===== src/rtl/bcd_stopwatch_ctrl_pkg.sv =====
// bcd_stopwatch_ctrl_pkg: shared FSM encodings and BCD constants for the stopwatch controller
package stopwatch_pkg;
  typedef enum logic [1:0] {
    ST_IDLE  = 2'b00,
    ST_RUN   = 2'b01,
    ST_PAUSE = 2'b10,
    ST_HOLD  = 2'b11
  } state_t;
  localparam logic [3:0] BCD_MAX = 4'd9;
endpackage


===== src/rtl/bcd_stopwatch_ctrl_if.sv =====
// bcd_stopwatch_ctrl_if: command and display bundle between a stopwatch controller and its user
interface bcd_stopwatch_ctrl_if #(parameter int NUM_DIGITS = 4);
  logic                    START;
  logic                    STOP;
  logic                    CLEAR;
  logic                    LAP;
  logic [4*NUM_DIGITS-1:0] COUNT;
  logic [4*NUM_DIGITS-1:0] DISP;
  logic                    RUNNING;
  logic                    OVF;
  logic [1:0]              STATE;
  modport master (output START, STOP, CLEAR, LAP, input COUNT, DISP, RUNNING, OVF, STATE);
  modport slave  (input START, STOP, CLEAR, LAP, output COUNT, DISP, RUNNING, OVF, STATE);
endinterface


===== src/rtl/bcd_stopwatch_ctrl_bcd_digit.sv =====
// bcd_digit: one mod-10 decade counter with terminal-count flag
module bcd_digit
  import stopwatch_pkg::*;
(
  input  logic       Clk,
  input  logic       RST,
  input  logic       EN,
  input  logic       CLR,
  output logic [3:0] Q,
  output logic       TC
);
  assign TC = Q == BCD_MAX;
  // values above 9 are illegal and recover to 0 on the next enable
  always_ff @(posedge Clk or posedge RST)
    if (RST) Q <= '0;
    else if (CLR) Q <= '0;
    else if (EN) Q <= Q >= BCD_MAX ? 4'd0 : Q + 4'd1;
endmodule


===== src/rtl/bcd_stopwatch_ctrl.sv =====
// bcd_stopwatch_ctrl: start/stop/clear/lap sequencer driving a rippled chain of decade counters
module bcd_stopwatch_ctrl
  import stopwatch_pkg::*;
#(
  parameter int NUM_DIGITS = 4,
  parameter int PRESCALE   = 50000,
  parameter int PRESCALE_W = 16
) (
  input logic Clk,
  input logic RST,
  bcd_stopwatch_ctrl_if.slave sw
);
  localparam logic [PRESCALE_W-1:0] PRE_MAX = PRESCALE_W'(PRESCALE - 1);
  state_t state, state_nx;
  logic [PRESCALE_W-1:0] pre;
  logic [4*NUM_DIGITS-1:0] count, lap_q;
  logic [NUM_DIGITS-1:0] tc;
  logic [NUM_DIGITS:0] carry;
  logic active, tick, ovf;
  assign active = state == ST_RUN || state == ST_HOLD;
  assign tick   = active && pre == PRE_MAX && !sw.STOP && !sw.CLEAR;
  always_comb begin
    state_nx = state;
    if (sw.CLEAR) state_nx = ST_IDLE;
    else if (sw.STOP) state_nx = active ? ST_PAUSE : state;
    else if (sw.START) state_nx = active ? state : ST_RUN;
    else if (sw.LAP) state_nx = state == ST_RUN ? ST_HOLD : state == ST_HOLD ? ST_RUN : state;
  end
  // prescaler keeps its phase across PAUSE so a resume loses no fraction of a tick
  always_ff @(posedge Clk or posedge RST)
    if (RST) begin
      state <= ST_IDLE;
      pre   <= '0;
      lap_q <= '0;
      ovf   <= 1'b0;
    end else begin
      state <= state_nx;
      pre   <= sw.CLEAR ? '0 : !active ? pre : pre == PRE_MAX ? '0 : pre + 1'b1;
      lap_q <= sw.CLEAR ? '0 : (state == ST_RUN && state_nx == ST_HOLD) ? count : lap_q;
      ovf   <= !sw.CLEAR && (ovf || carry[NUM_DIGITS]);
    end
  assign carry[0] = tick;
  for (genvar d = 0; d < NUM_DIGITS; d++) begin : g_dig
    bcd_digit u_dig (
      .Clk (Clk),
      .RST (RST),
      .EN  (carry[d]),
      .CLR (sw.CLEAR),
      .Q   (count[4*d +: 4]),
      .TC  (tc[d])
    );
    assign carry[d+1] = carry[d] & tc[d];
  end
  assign sw.COUNT   = count;
  assign sw.DISP    = state == ST_HOLD ? lap_q : count;
  assign sw.RUNNING = active;
  assign sw.OVF     = ovf;
  assign sw.STATE   = state;
endmodule


===== src/flat_wrapper.sv =====
// flat-port wrapper written by rule: the top's interface ports become plain ports
module bcd_stopwatch_ctrl_flat import stopwatch_pkg::*;
#(
  parameter int NUM_DIGITS = 4,
  parameter int PRESCALE   = 50000,
  parameter int PRESCALE_W = 16
)
  (Clk, RST, sw_START, sw_STOP, sw_CLEAR, sw_LAP, sw_COUNT, sw_DISP, sw_RUNNING, sw_OVF, sw_STATE);
  bcd_stopwatch_ctrl_if #(.NUM_DIGITS(NUM_DIGITS)) sw_i ();
  input logic Clk;
  input logic RST;
  input wire logic [$bits(sw_i.START)-1:0] sw_START;
  input wire logic [$bits(sw_i.STOP)-1:0] sw_STOP;
  input wire logic [$bits(sw_i.CLEAR)-1:0] sw_CLEAR;
  input wire logic [$bits(sw_i.LAP)-1:0] sw_LAP;
  output wire logic [$bits(sw_i.COUNT)-1:0] sw_COUNT;
  output wire logic [$bits(sw_i.DISP)-1:0] sw_DISP;
  output wire logic [$bits(sw_i.RUNNING)-1:0] sw_RUNNING;
  output wire logic [$bits(sw_i.OVF)-1:0] sw_OVF;
  output wire logic [$bits(sw_i.STATE)-1:0] sw_STATE;
  assign sw_i.START = sw_START;
  assign sw_i.STOP = sw_STOP;
  assign sw_i.CLEAR = sw_CLEAR;
  assign sw_i.LAP = sw_LAP;
  assign sw_COUNT = sw_i.COUNT;
  assign sw_DISP = sw_i.DISP;
  assign sw_RUNNING = sw_i.RUNNING;
  assign sw_OVF = sw_i.OVF;
  assign sw_STATE = sw_i.STATE;
  bcd_stopwatch_ctrl #(.NUM_DIGITS(NUM_DIGITS), .PRESCALE(PRESCALE), .PRESCALE_W(PRESCALE_W)) u_core (.Clk(Clk), .RST(RST), .sw(sw_i));
endmodule

===== config.mk =====
export PLATFORM = sky130hd
export DESIGN_NAME = bcd_stopwatch_ctrl_flat
export DESIGN_NICKNAME = d
export VERILOG_FILES = /design/src/rtl/bcd_stopwatch_ctrl_pkg.sv /design/src/rtl/bcd_stopwatch_ctrl_if.sv /design/src/rtl/bcd_stopwatch_ctrl_bcd_digit.sv /design/src/rtl/bcd_stopwatch_ctrl.sv /design/src/flat_wrapper.sv
export SDC_FILE = /design/constraint.sdc
export NUM_CORES = 1
export LEC_CHECK = 0
export ABC_AREA = 1
export BUFFER_PORTS_ARGS = -buffer_cell sky130_fd_sc_hd__buf_2
export CORE_MARGIN = 4
export CORE_UTILIZATION = 54
export CTS_BUF_LIST = sky130_fd_sc_hd__clkbuf_4
export CTS_CLUSTER_SIZE = 20
export DETAILED_ROUTE_END_ITERATION = 8
export GPL_ROUTABILITY_DRIVEN = 1
export PLACE_DENSITY = 0.85
export SLEW_MARGIN = 0
export SYNTH_ARGS = -nofsm -noshare
export SYNTH_HDL_FRONTEND = slang
export SYNTH_SLANG_ARGS = --single-unit

===== constraint.sdc =====
create_clock -name Clk -period 1.8 [get_ports Clk]
set_input_delay 0 -clock Clk [delete_from_list [all_inputs] [get_ports Clk]]
set_output_delay 0 -clock Clk [all_outputs]
set_load 0.05 [all_outputs]

==> impl_metrics.json, run 1 <==
{
  "ir_worst_vdd_uv": 519,
  "layout.cells.non_filler": 538,
  "met2_length_um": 3900,
  "post-route-drc-count": 0,
  "wirelength_met1_um": 3570,
  "clkLatencyLatePin_ns": 0.37,
  "worst_slack_ns": 0.00203,
  "nNetsFinal": 489,
  "routed_via_density": 5.58,
  "routed-wl-met3_um": 456,
  "drive_gt1_share_pct": 30.5,
  "min_period_ns": 1.80,
  "topRoutingLayerUsed": "met4",
  "multi_input_area_mm2": 0.00179,
  "core.rowCount": 27,
  "cts_buffer_depth": 2,
  "grt_max_degree": 33,
  "crit_arrival_ns": 2.08,
  "skew_ns": 0.0160,
  "wl_per_cell_um": 15.0,
  "grt_pass1_wl_um": 13200,
  "ys_types": 32,
  "post-route-util_pct": 70.7,
  "dp_cells": 522,
  "hold_path_depth": 5,
  "yosysSeqAreaShare_pct": 41.0,
  "antenna_found_initial": 0,
  "power_density_mw_per_mm2": 572,
  "clk_pin_slew_ns": 0.15,
  "vias": 3004,
  "netlist_area_mm2": 0.00311,
  "clock-sinks": 51,
  "fp.coreArea_mm2": 0.00554,
  "fillers": 419,
  "yosysWarningCount": 0,
  "dpl_worst_slack_ns": -0.0828,
  "hpwlAfterDp_um": 5520,
  "rsz0062_at_grt": "true",
  "die_h_um": 83.9,
  "avgSynthCellArea_um2": 7.94,
  "period_share_pct": 99.9,
  "cp_slowest_cell": "dfrtp_2",
  "critPathMaxStageDelay_ns": 0.49,
  "die_area_mm2": 0.00704,
  "cts_tree": "built",
  "grt_pass1_vias": 2812,
  "drv_cap": 0,
  "tightest_slew_ns": 0.568,
  "groute.usage.overall_pct": 22.7,
  "ant_nets": 0,
  "setup.worst_path.class": "reg -> reg",
  "cp-start-kind": "flip-flop",
  "rr_worst_depth": 10,
  "drv_slew": 0,
  "fmax_ghz": 0.556,
  "io_pins": 42,
  "dr.pass1.iters": 5,
  "routed_wl_um": 8080,
  "p_total_mw": 2.24,
  "die_w_um": 83.9,
  "cts_buffers": 5,
  "cp_common_cell": "nor2_4",
  "grt-ovfl-total": 0,
  "syn_nets": 415,
  "synthCells": 392,
  "endpoint_kind": "flip-flop",
  "syn_to_final_growth_pct": 25.8,
  "final-hold-violation-count": 0,
  "io_buffers": 41,
  "gp_congestion": 0.925,
  "hold_path_class": "in -> reg",
  "cp_max_fo": 7,
  "htree_num_levels": 2,
  "max_slew_margin_pct": 62.1,
  "num_antenna_cells": 0,
  "p_leak_nw": 1.82,
  "final-seq-area_mm2": 0.00128,
  "status": "finished clean",
  "finalSetupViolCount": 0,
  "dr.first_iter.drc_count": 239,
  "root_buffer": "clkbuf_4",
  "path_cells": "ha_4 -> nor2_4 -> inv_6 -> a21oi_2 -> o21ai_2 -> nor2_4 -> buf_12 -> nand2_8 -> nand3_2 -> nand2_1",
  "synth-seq-cells": 51,
  "crit_required_ns": 2.08,
  "start_util_pct": 56.2
}
==> worst max-delay path, delay by kind of cell, from the launching register on <==
family,cells,cell delay (ns)
AO/OA/AOI/OAI,2,0.21
AND/OR/NAND/NOR,5,0.61
buffers and inverters,2,0.21
flip-flops,1,0.49
adder cells (fa/ha/maj),1,0.19
==> kinds of logic (layout without fill, tap and decap cells) <==
logic type	count (synthesis)	after routing	share of synthesized area [%]
muxes	1	1	0.322
AOI/OAI and AO/OA	59	59	11.3
and+or+nand+nor	196	198	29.7
xor gates and xnor gates	13	13	3.66
adders and majority gates	17	17	6.83
DFF	51	51	41.0
buffers and inverters	55	127	7.19
==> cell usage after synthesis <==
library cell | count | area (µm²)
nor3b_1 | 2 | 15.0
o21ai_0 | 29 | 145
inv_2 | 4 | 15.0
nor3_2 | 1 | 10.0
xnor2_1 | 3 | 26.3
nor3_1 | 18 | 90.1
nor4_2 | 1 | 12.5
o21ai_1 | 1 | 5.00
a21oi_1 | 9 | 45.0
dfrtp_1 | 51 | 1280
nand2_4 | 1 | 11.3
ha_1 | 17 | 213
nand2_1 | 76 | 285
clkinv_1 | 1 | 3.75
xor2_1 | 10 | 87.6
nand2_2 | 2 | 12.5
and3_1 | 1 | 6.26
nand4_1 | 5 | 31.3
nand3_2 | 6 | 60.1
nand3_1 | 40 | 200
nor2_2 | 5 | 31.3
buf_1 | 3 | 11.3
nor2_1 | 36 | 135
a31oi_1 | 5 | 31.3
inv_1 | 40 | 150
mux2i_1 | 1 | 10.0
o21ai_2 | 13 | 114
buf_6 | 2 | 22.5
clkbuf_1 | 3 | 11.3
buf_2 | 2 | 10.0
nor2_4 | 2 | 22.5
o22ai_1 | 2 | 12.5
==> final timing paths <==
kind | start | to | slack, ns
worst max register to register | u_core.sw.STATE[0]$_DFF_PP0_ | u_core.lap_q[1]$_DFFE_PP0P_ | 0.002
min in group asynchronous | RST | u_core.g_dig[1].u_dig.Q[3]$_DFFE_PP0P_ | 0.21
worst min-delay path | sw_START | u_core.sw.STATE[1]$_DFF_PP0_ | 0.13
max in group asynchronous | RST | u_core.sw.STATE[1]$_DFF_PP0_ | 0.96
worst max-delay path | u_core.sw.STATE[0]$_DFF_PP0_ | u_core.lap_q[1]$_DFFE_PP0P_ | 0.002
worst min register to register | u_core.sw.OVF$_DFF_PP0_ | u_core.sw.OVF$_DFF_PP0_ | 0.53
==> power breakdown <==
| group | leakage (nW) | internal [mW] | switching (mW) |
|---|---|---|---|
| logic | 1.08 | 0.122 | 0.276 |
| registers | 0.706 | 1.16 | 0.0245 |
| clock network | 0.0373 | 0.285 | 0.368 |
| total | 1.82 | 1.57 | 0.669 |
==> final cells by class <==
cell class                 count  area share [%]
sequential                    51            32.7
multi-input combinational    288            45.7
tap                           72            2.30
timing repair buffer          75            12.9
clock buffer                   5           0.959
inverter                      45            4.44
clock inverter                 2           0.959
==> placed cells by master, fill, tap and decap left out, types with 6 or more instances in the layout <==
| master | count |
|---|---|
| buf_4 | 29 |
| nand3_2 | 15 |
| buf_2 | 39 |
| nand2_1 | 76 |
| nand3_1 | 31 |
| a21oi_1 | 7 |
| dfrtp_1 | 49 |
| o21ai_0 | 11 |
| inv_1 | 38 |
| nor3_1 | 15 |
| o21ai_2 | 14 |
| o21ai_1 | 18 |
| xor2_1 | 10 |
| ha_1 | 15 |
| nor2_4 | 6 |
| nor2_1 | 33 |
| clkbuf_4 | 6 |
==> timing repair <==
item | CTS | global route
gates cloned | 1 | 1
endpoints found under the hold margin | 25 | 0
gates resized for setup | 7 | 21
setup endpoints to repair | 25 | 46
hold buffers | 2 | 0
pin swaps | 4 | 6
buffers inserted | 1 | 4
==> layer usage <==
metal  global-route usage (%)  vias up
met5                        0        -
met4                     6.58        0
met3                     3.85       20
met2                     36.8      115
met1                     31.1     1426
li1                         -     1443
==> registers in the layout (all words and copies together) (netlist names) <==
| register | flops |
|---|---|
| u_core.g_dig.u_dig.Q | 16 |
| u_core.lap_q | 16 |
| u_core.pre | 16 |
| u_core.sw.OVF | 1 |
| u_core.sw.STATE | 2 |
==> stage by stage <==
step	area, µm²	setup TNS [ns]	hold slack, ns
finish	3920	0	0.133
detailed placement	3610	-0.875	0.0939
global route	3920	-1.06	0.134
CTS	3770	-0.0118	0.139
floorplan	3170	-2.02	0.208
global placement	3610	-0.0364	0.0872
No activity file was read; power rests on OpenSTA's default activity.
==> run 2: changes to the inputs <==
Settings changed: CORE_MARGIN 4 to 3.
==> run 2 against run 1 <==
  * The run now ends with negative setup slack left
  * Global-route usage is 2.1 points higher
  * Flip-flop and latch count stayed put
  * First-iteration DRC count is 42% higher
  * Non-clock buffer count is 2 lower
  * Core utilization is 0.97 points higher
  * Cell count stayed put
  * Register-to-register slack worse by 0.05 ns
  * Total power is 7.2% higher
  * Critical endpoint is now u_core.lap_q[8]$_DFFE_PP0P_
==> impl_metrics.json, run 2 (same netlist as run 1, synthesis figures left out) <==
{
  "p_seq_share_pct": 49.4,
  "fp.coreArea_mm2": 0.00554,
  "cp_slowest_cell": "dfrtp_2",
  "cts_tree": "built",
  "hpwlAfterDp_um": 5430,
  "dr.first_iter.drc_count": 340,
  "rsz0062_at_grt": "true",
  "grt_pass1_wl_um": 13000,
  "largestRegisters": "u_core.g_dig.u_dig.Q: 16 flops, u_core.lap_q: 16 flops, u_core.pre: 16 flops",
  "power_density_mw_per_mm2": 605,
  "clockPowerShare_pct": 33.9,
  "max_slew_margin_pct": 61.1,
  "finalSetupViolCount": 13,
  "htree_num_levels": 2,
  "die_h_um": 81.9,
  "grt-ovfl-total": 0,
  "period_share_pct": 103,
  "root_buffer": "clkbuf_4",
  "crit_cells": 11,
  "post-route-util_pct": 71.6,
  "ant_nets": 0,
  "clock-sinks": 51,
  "gp_congestion": 0.934,
  "routed_wl_um": 8420,
  "crit_arrival_ns": 2.13,
  "antenna_found_initial": 0,
  "crit_family": "flip-flops",
  "cts_buffer_depth": 2,
  "final-hold-violation-count": 0,
  "hold_path_class": "in -> reg",
  "ir_worst_vdd_uv": 443,
  "routed_via_density": 5.78,
  "combPwrFrac_pct": 16.7,
  "dp_cells": 517,
  "hold_path_depth": 5,
  "setup_tns_ns": -0.255,
  "dpl_worst_slack_ns": -0.0862,
  "tightest_slew_ns": 0.580,
  "cp-start-kind": "flip-flop",
  "dpl_cell_area_mm2": 0.00357,
  "fmax_ghz": 0.542,
  "start_util_pct": 56.2,
  "wl_per_cell_um": 15.7,
  "drive_gt1_share_pct": 31.5,
  "post-route-drc-count": 0,
  "num_antenna_cells": 0,
  "p_leak_nw": 1.82,
  "critPathMaxStageDelay_ns": 0.47,
  "final_cell_mix": "nand2_1 (76), dfrtp_1 (49), buf_2 (40), inv_1 (38), nor2_1 (33)",
  "path_cells": "buf_4 -> ha_4 -> nor2_4 -> inv_6 -> a21oi_4 -> o21ai_2 -> nor2_4 -> buf_12 -> nand2_8 -> nand3_2 -> o21ai_2",
  "cts_buffers": 5,
  "r2r-start": "u_core.sw.STATE[0]$_DFF_PP0_",
  "grt_pass1_vias": 2860,
  "drv_slew": 0,
  "worstSetupStartpoint": "u_core.sw.STATE[0]$_DFF_PP0_",
  "die_area_mm2": 0.00671,
  "crit_required_ns": 2.09,
  "layout_commonest_cell": "nand2_1",
  "drv_cap": 0,
  "hp-start": "sw_START",
  "worst-path-buf-inv": 3,
  "status": "finished, violations left",
  "finalInstanceArea_mm2": 0.00397,
  "rr_worst_depth": 11,
  "reg2reg_slack_ns": -0.05,
  "grt_max_degree": 33,
  "swShare_pct": 28.7,
  "nNetsFinal": 488,
  "p_sw_uw": 688,
  "internal_power_mw": 1.71,
  "clk_pin_slew_ns": 0.16,
  "clkLatencyLatePin_ns": 0.38,
  "vias": 3111,
  "io_buffers": 41,
  "violations": "negative setup slack",
  "min_period_ns": 1.85,
  "layout.cells.non_filler": 538,
  "p_total_mw": 2.40,
  "skew_ns": 0.0145,
  "endpoint_kind": "flip-flop",
  "setup.worst_path.class": "reg -> reg",
  "worst_slack_ns": -0.0452,
  "dr.pass1.iters": 5,
  "io_pins": 42,
  "cp_max_fo": 7,
  "core.rowCount": 27,
  "die_w_um": 81.9,
  "groute.usage.overall_pct": 24.7,
  "holdWs_ns": 0.180,
  "syn_to_final_growth_pct": 27.5
}
## run 2: cell types whose count changed in the layout (fill, tap and decap cells not counted), moves of 2 or more
cell | before | now
nand3_1 | 31 | 27
nand3_2 | 15 | 18
ha_1 | 15 | 13
ha_2 | 0 | 2
## run 2: layout make-up
type | count | area [µm²]
repair buffers | 73 | 482
clock inverters | 3 | 67.6
clock buffers | 5 | 37.5
inverters | 45 | 174
well taps | 72 | 90.1
fillers | 387 | 1570
multi-input cells | 289 | 1840
flip-flops and latches | 51 | 1280
## run 2: per-layer routing
layer | part of all wire, % | routed length [µm] | GRT usage [%] | up-vias
li1 | - | - | - | 1445
met1 | 42 | 3500 | 34.2 | 1458
met2 | 49 | 4120 | 39.1 | 180
met3 | 7.2 | 609 | 4.17 | 28
met4 | 2.3 | 193 | 8.64 | 0
met5 | 0 | 0 | 0 | -
## run 2: power by group through the flow
stage	registers, mW	clock network [mW]	logic [mW]
6_report	1.19	0.813	0.401
5_1_grt	1.19	0.864	0.434
4_1_cts	1.19	0.817	0.368
3_5_place_dp	1.21	0	0.337
3_3_place_gp	1.21	0	0.329
2_1_floorplan	1.25	0	0.198
## run 2: final timing paths
kind                                                          endpoint
worst max-delay path                       u_core.lap_q[8]$_DFFE_PP0P_
worst min-delay path                      u_core.sw.STATE[1]$_DFF_PP0_
worst max register to register             u_core.lap_q[8]$_DFFE_PP0P_
worst min register to register            u_core.lap_q[10]$_DFFE_PP0P_
max in group asynchronous                  u_core.lap_q[7]$_DFFE_PP0P_
min in group asynchronous       u_core.g_dig[1].u_dig.Q[0]$_DFFE_PP0P_
## run 2: worst register-to-register path: cells and delay by family (launching register included)
kind,cells,cell delay [ns]
buf+inv,3,0.38
compound gates,3,0.29
fa+ha+maj,1,0.17
flops,1,0.47
simple gates,4,0.46
## run 2: repair_timing
item,4_1_cts,5_1_grt
resized for setup,5,28
buffers inserted,3,5
hold buffers,2,0
cloned,2,1
pin swaps,1,9
endpoints found under the hold margin,24,0
endpoints found under the setup margin,21,56
==> run 3: changes to the inputs <==
Settings changed: CELL_PAD_IN_SITES_DETAIL_PLACEMENT set to 1, CELL_PAD_IN_SITES_GLOBAL_PLACEMENT set to 1, CORE_UTILIZATION 54 to 40, PLACE_DENSITY 0.85 to 0.84.
==> run 3 against run 2 <==
  * The flow still finishes with violations (negative setup slack)
  * Wire length grew 34%
  * Total power decreased by 3.0%
  * Global-route usage is 1.9 points lower
  * Flip-flop and latch count did not move
  * First-iteration DRC count fell by 58%
  * Largest power group unchanged
  * Combinational power is 13% higher
  * Critical path type unchanged
  * Largest cell class unchanged
  * Clock skew grew 0.013 ns
==> impl_metrics.json, run 3 (same netlist as run 1, synthesis figures left out) <==
{
  "crit_required_ns": 2.11,
  "antenna_found_initial": 0,
  "violations": "negative setup slack",
  "hold_path_depth": 2,
  "fp.coreArea_mm2": 0.00741,
  "htree_num_levels": 2,
  "fillers": 905,
  "cts_buffer_depth": 2,
  "final-hold-violation-count": 0,
  "routed_via_density": 5.56,
  "hp-start": "sw_CLEAR",
  "finalSetupViolCount": 19,
  "num_antenna_cells": 0,
  "post-route-drc-count": 0,
  "wl_per_cell_um": 19.6,
  "drive_gt1_share_pct": 35.9,
  "period_share_pct": 107,
  "start_util_pct": 42.0,
  "rr_worst_depth": 11,
  "hpwlAfterDp_um": 6580,
  "layout.cells.non_filler": 578,
  "grt_pass1_wl_um": 15900,
  "clk_pin_slew_ns": 0.15,
  "tightest_slew_ns": 0.685,
  "core.rowCount": 31,
  "ir_worst_vdd_uv": 339,
  "syn_to_final_growth_pct": 34.0,
  "routed_wl_um": 11300,
  "nNetsFinal": 501,
  "dr.pass1.iters": 6,
  "largestRegisters": "u_core.g_dig.u_dig.Q: 16 flops, u_core.lap_q: 16 flops, u_core.pre: 16 flops",
  "die_h_um": 94.2,
  "die_area_mm2": 0.00888,
  "drv_slew": 0,
  "reg2reg_slack_ns": -0.13,
  "worst_slack_ns": -0.126,
  "drv_cap": 0,
  "die_w_um": 94.2,
  "layout_commonest_cell": "nand2_1",
  "dpl_cell_area_mm2": 0.00367,
  "gp_congestion": 0.897,
  "grt-ovfl-total": 0,
  "ant_nets": 0,
  "finalInstanceArea_mm2": 0.00417,
  "crit_arrival_ns": 2.24,
  "io_pins": 42,
  "hold_path_class": "in -> reg",
  "root_buffer": "clkbuf_4",
  "vias": 3215,
  "final_cell_mix": "nand2_1 (74), dfrtp_1 (49), buf_4 (40), inv_1 (37), buf_2 (32)",
  "p_leak_nw": 1.90,
  "skew_ns": 0.0272,
  "status": "finished, violations left",
  "cp_max_fo": 5,
  "fmax_ghz": 0.519,
  "power_density_mw_per_mm2": 558,
  "clkLatencyLatePin_ns": 0.39,
  "clock-sinks": 51,
  "grt_pass1_vias": 3277,
  "cts_buffers": 5,
  "worstSetupStartpoint": "u_core.sw.STATE[0]$_DFF_PP0_",
  "min_period_ns": 1.93,
  "reg2reg_to": "u_core.lap_q[0]$_DFFE_PP0P_",
  "r2r-start": "u_core.sw.STATE[0]$_DFF_PP0_",
  "max_slew_margin_pct": 54.4,
  "setup.worst_path.class": "reg -> reg",
  "io_buffers": 41,
  "cp-start-kind": "flip-flop",
  "groute.usage.overall_pct": 22.8,
  "dp_cells": 553,
  "rsz0062_at_grt": "true",
  "endpoint_kind": "flip-flop",
  "grt_max_degree": 52,
  "cts_tree": "built",
  "dr.first_iter.drc_count": 144,
  "endpoint": "u_core.lap_q[0]$_DFFE_PP0P_"
}
run 3: cell types whose count changed in the layout (fill, tap and decap cells not counted), moves of 5 or more:
cell      change
buf_4        +12
buf_2         -8
clkbuf_4      +7
nand3_1       -5
nand3_2       +5
run 3: worst min path at each step:
stage	to	slack [ns]
finish	u_core.sw.OVF$_DFF_PP0_	0.06
global route	u_core.sw.OVF$_DFF_PP0_	0.10
CTS	u_core.sw.OVF$_DFF_PP0_	0.03
detailed placement	u_core.pre[5]$_DFFE_PP0P_	0.23
global placement	u_core.pre[5]$_DFFE_PP0P_	0.22
floorplan	u_core.sw.STATE[1]$_DFF_PP0_	0.21
run 3: cell type report:
| type | count | area [µm²] | share of cell area (%) |
|---|---|---|---|
| well taps | 99 | 124 | 2.97 |
| clock inverters | 3 | 38.8 | 0.930 |
| multi-input cells | 289 | 1910 | 45.7 |
| inverters | 45 | 176 | 4.23 |
| repair buffers | 86 | 612 | 14.7 |
| clock buffers | 5 | 37.5 | 0.900 |
| flip-flops and latches | 51 | 1280 | 30.6 |
run 3: critical path, stage by stage (launching register included):
cell and delay, ns:
dfrtp_2 0.49, buf_6 0.14, ha_4 0.15, nor2_4 0.16
clkinv_4 0.11, a21oi_4 0.16, o21ai_2 0.09, nor2_4 0.13
buf_12 0.17, buf_8 0.13, nand3_2 0.07, nand2_1 0.08
run 3: what timing repair did:
action                                 in CTS  in global routing
buffers inserted                            4                  9
cloned                                      2                  1
resized for setup                          20                 41
setup endpoints to repair                  36                 50
endpoints found under the hold margin      51                  0
hold buffers                                1                  0
pin swaps                                   6                 19
run 3: where the power goes:
part           total, mW  leakage [nW]  switching (mW)  internal (mW)
combinational      0.454          1.15           0.311          0.143
clock              0.687        0.0426           0.400          0.287
sequential          1.19         0.706          0.0247           1.16
run 3: routing by layer:
layer | up-vias | GRT usage (%) | wire [µm]
met2 | 96 | 40.1 | 5930
li1 | 1469 | - | -
met1 | 1617 | 29.1 | 4510
met3 | 33 | 3.37 | 528
met4 | 0 | 6.38 | 350
met5 | - | 0 | 0
run 3: per-stage QoR:
step                total power, mW  hold slack, ns  utilization (%)  setup TNS [ns]  worst slack [ns]
floorplan                      1.45           0.208                -           -2.02            -0.158
global placement               1.55           0.217             49.6          -0.199           -0.0262
detailed placement             1.57           0.227             49.6           -1.46            -0.132
CTS                            2.27          0.0349             52.9               0           0.00662
global route                   2.42           0.102             56.3           -4.85            -0.193
finish                         2.33          0.0587             56.3           -1.65            -0.126
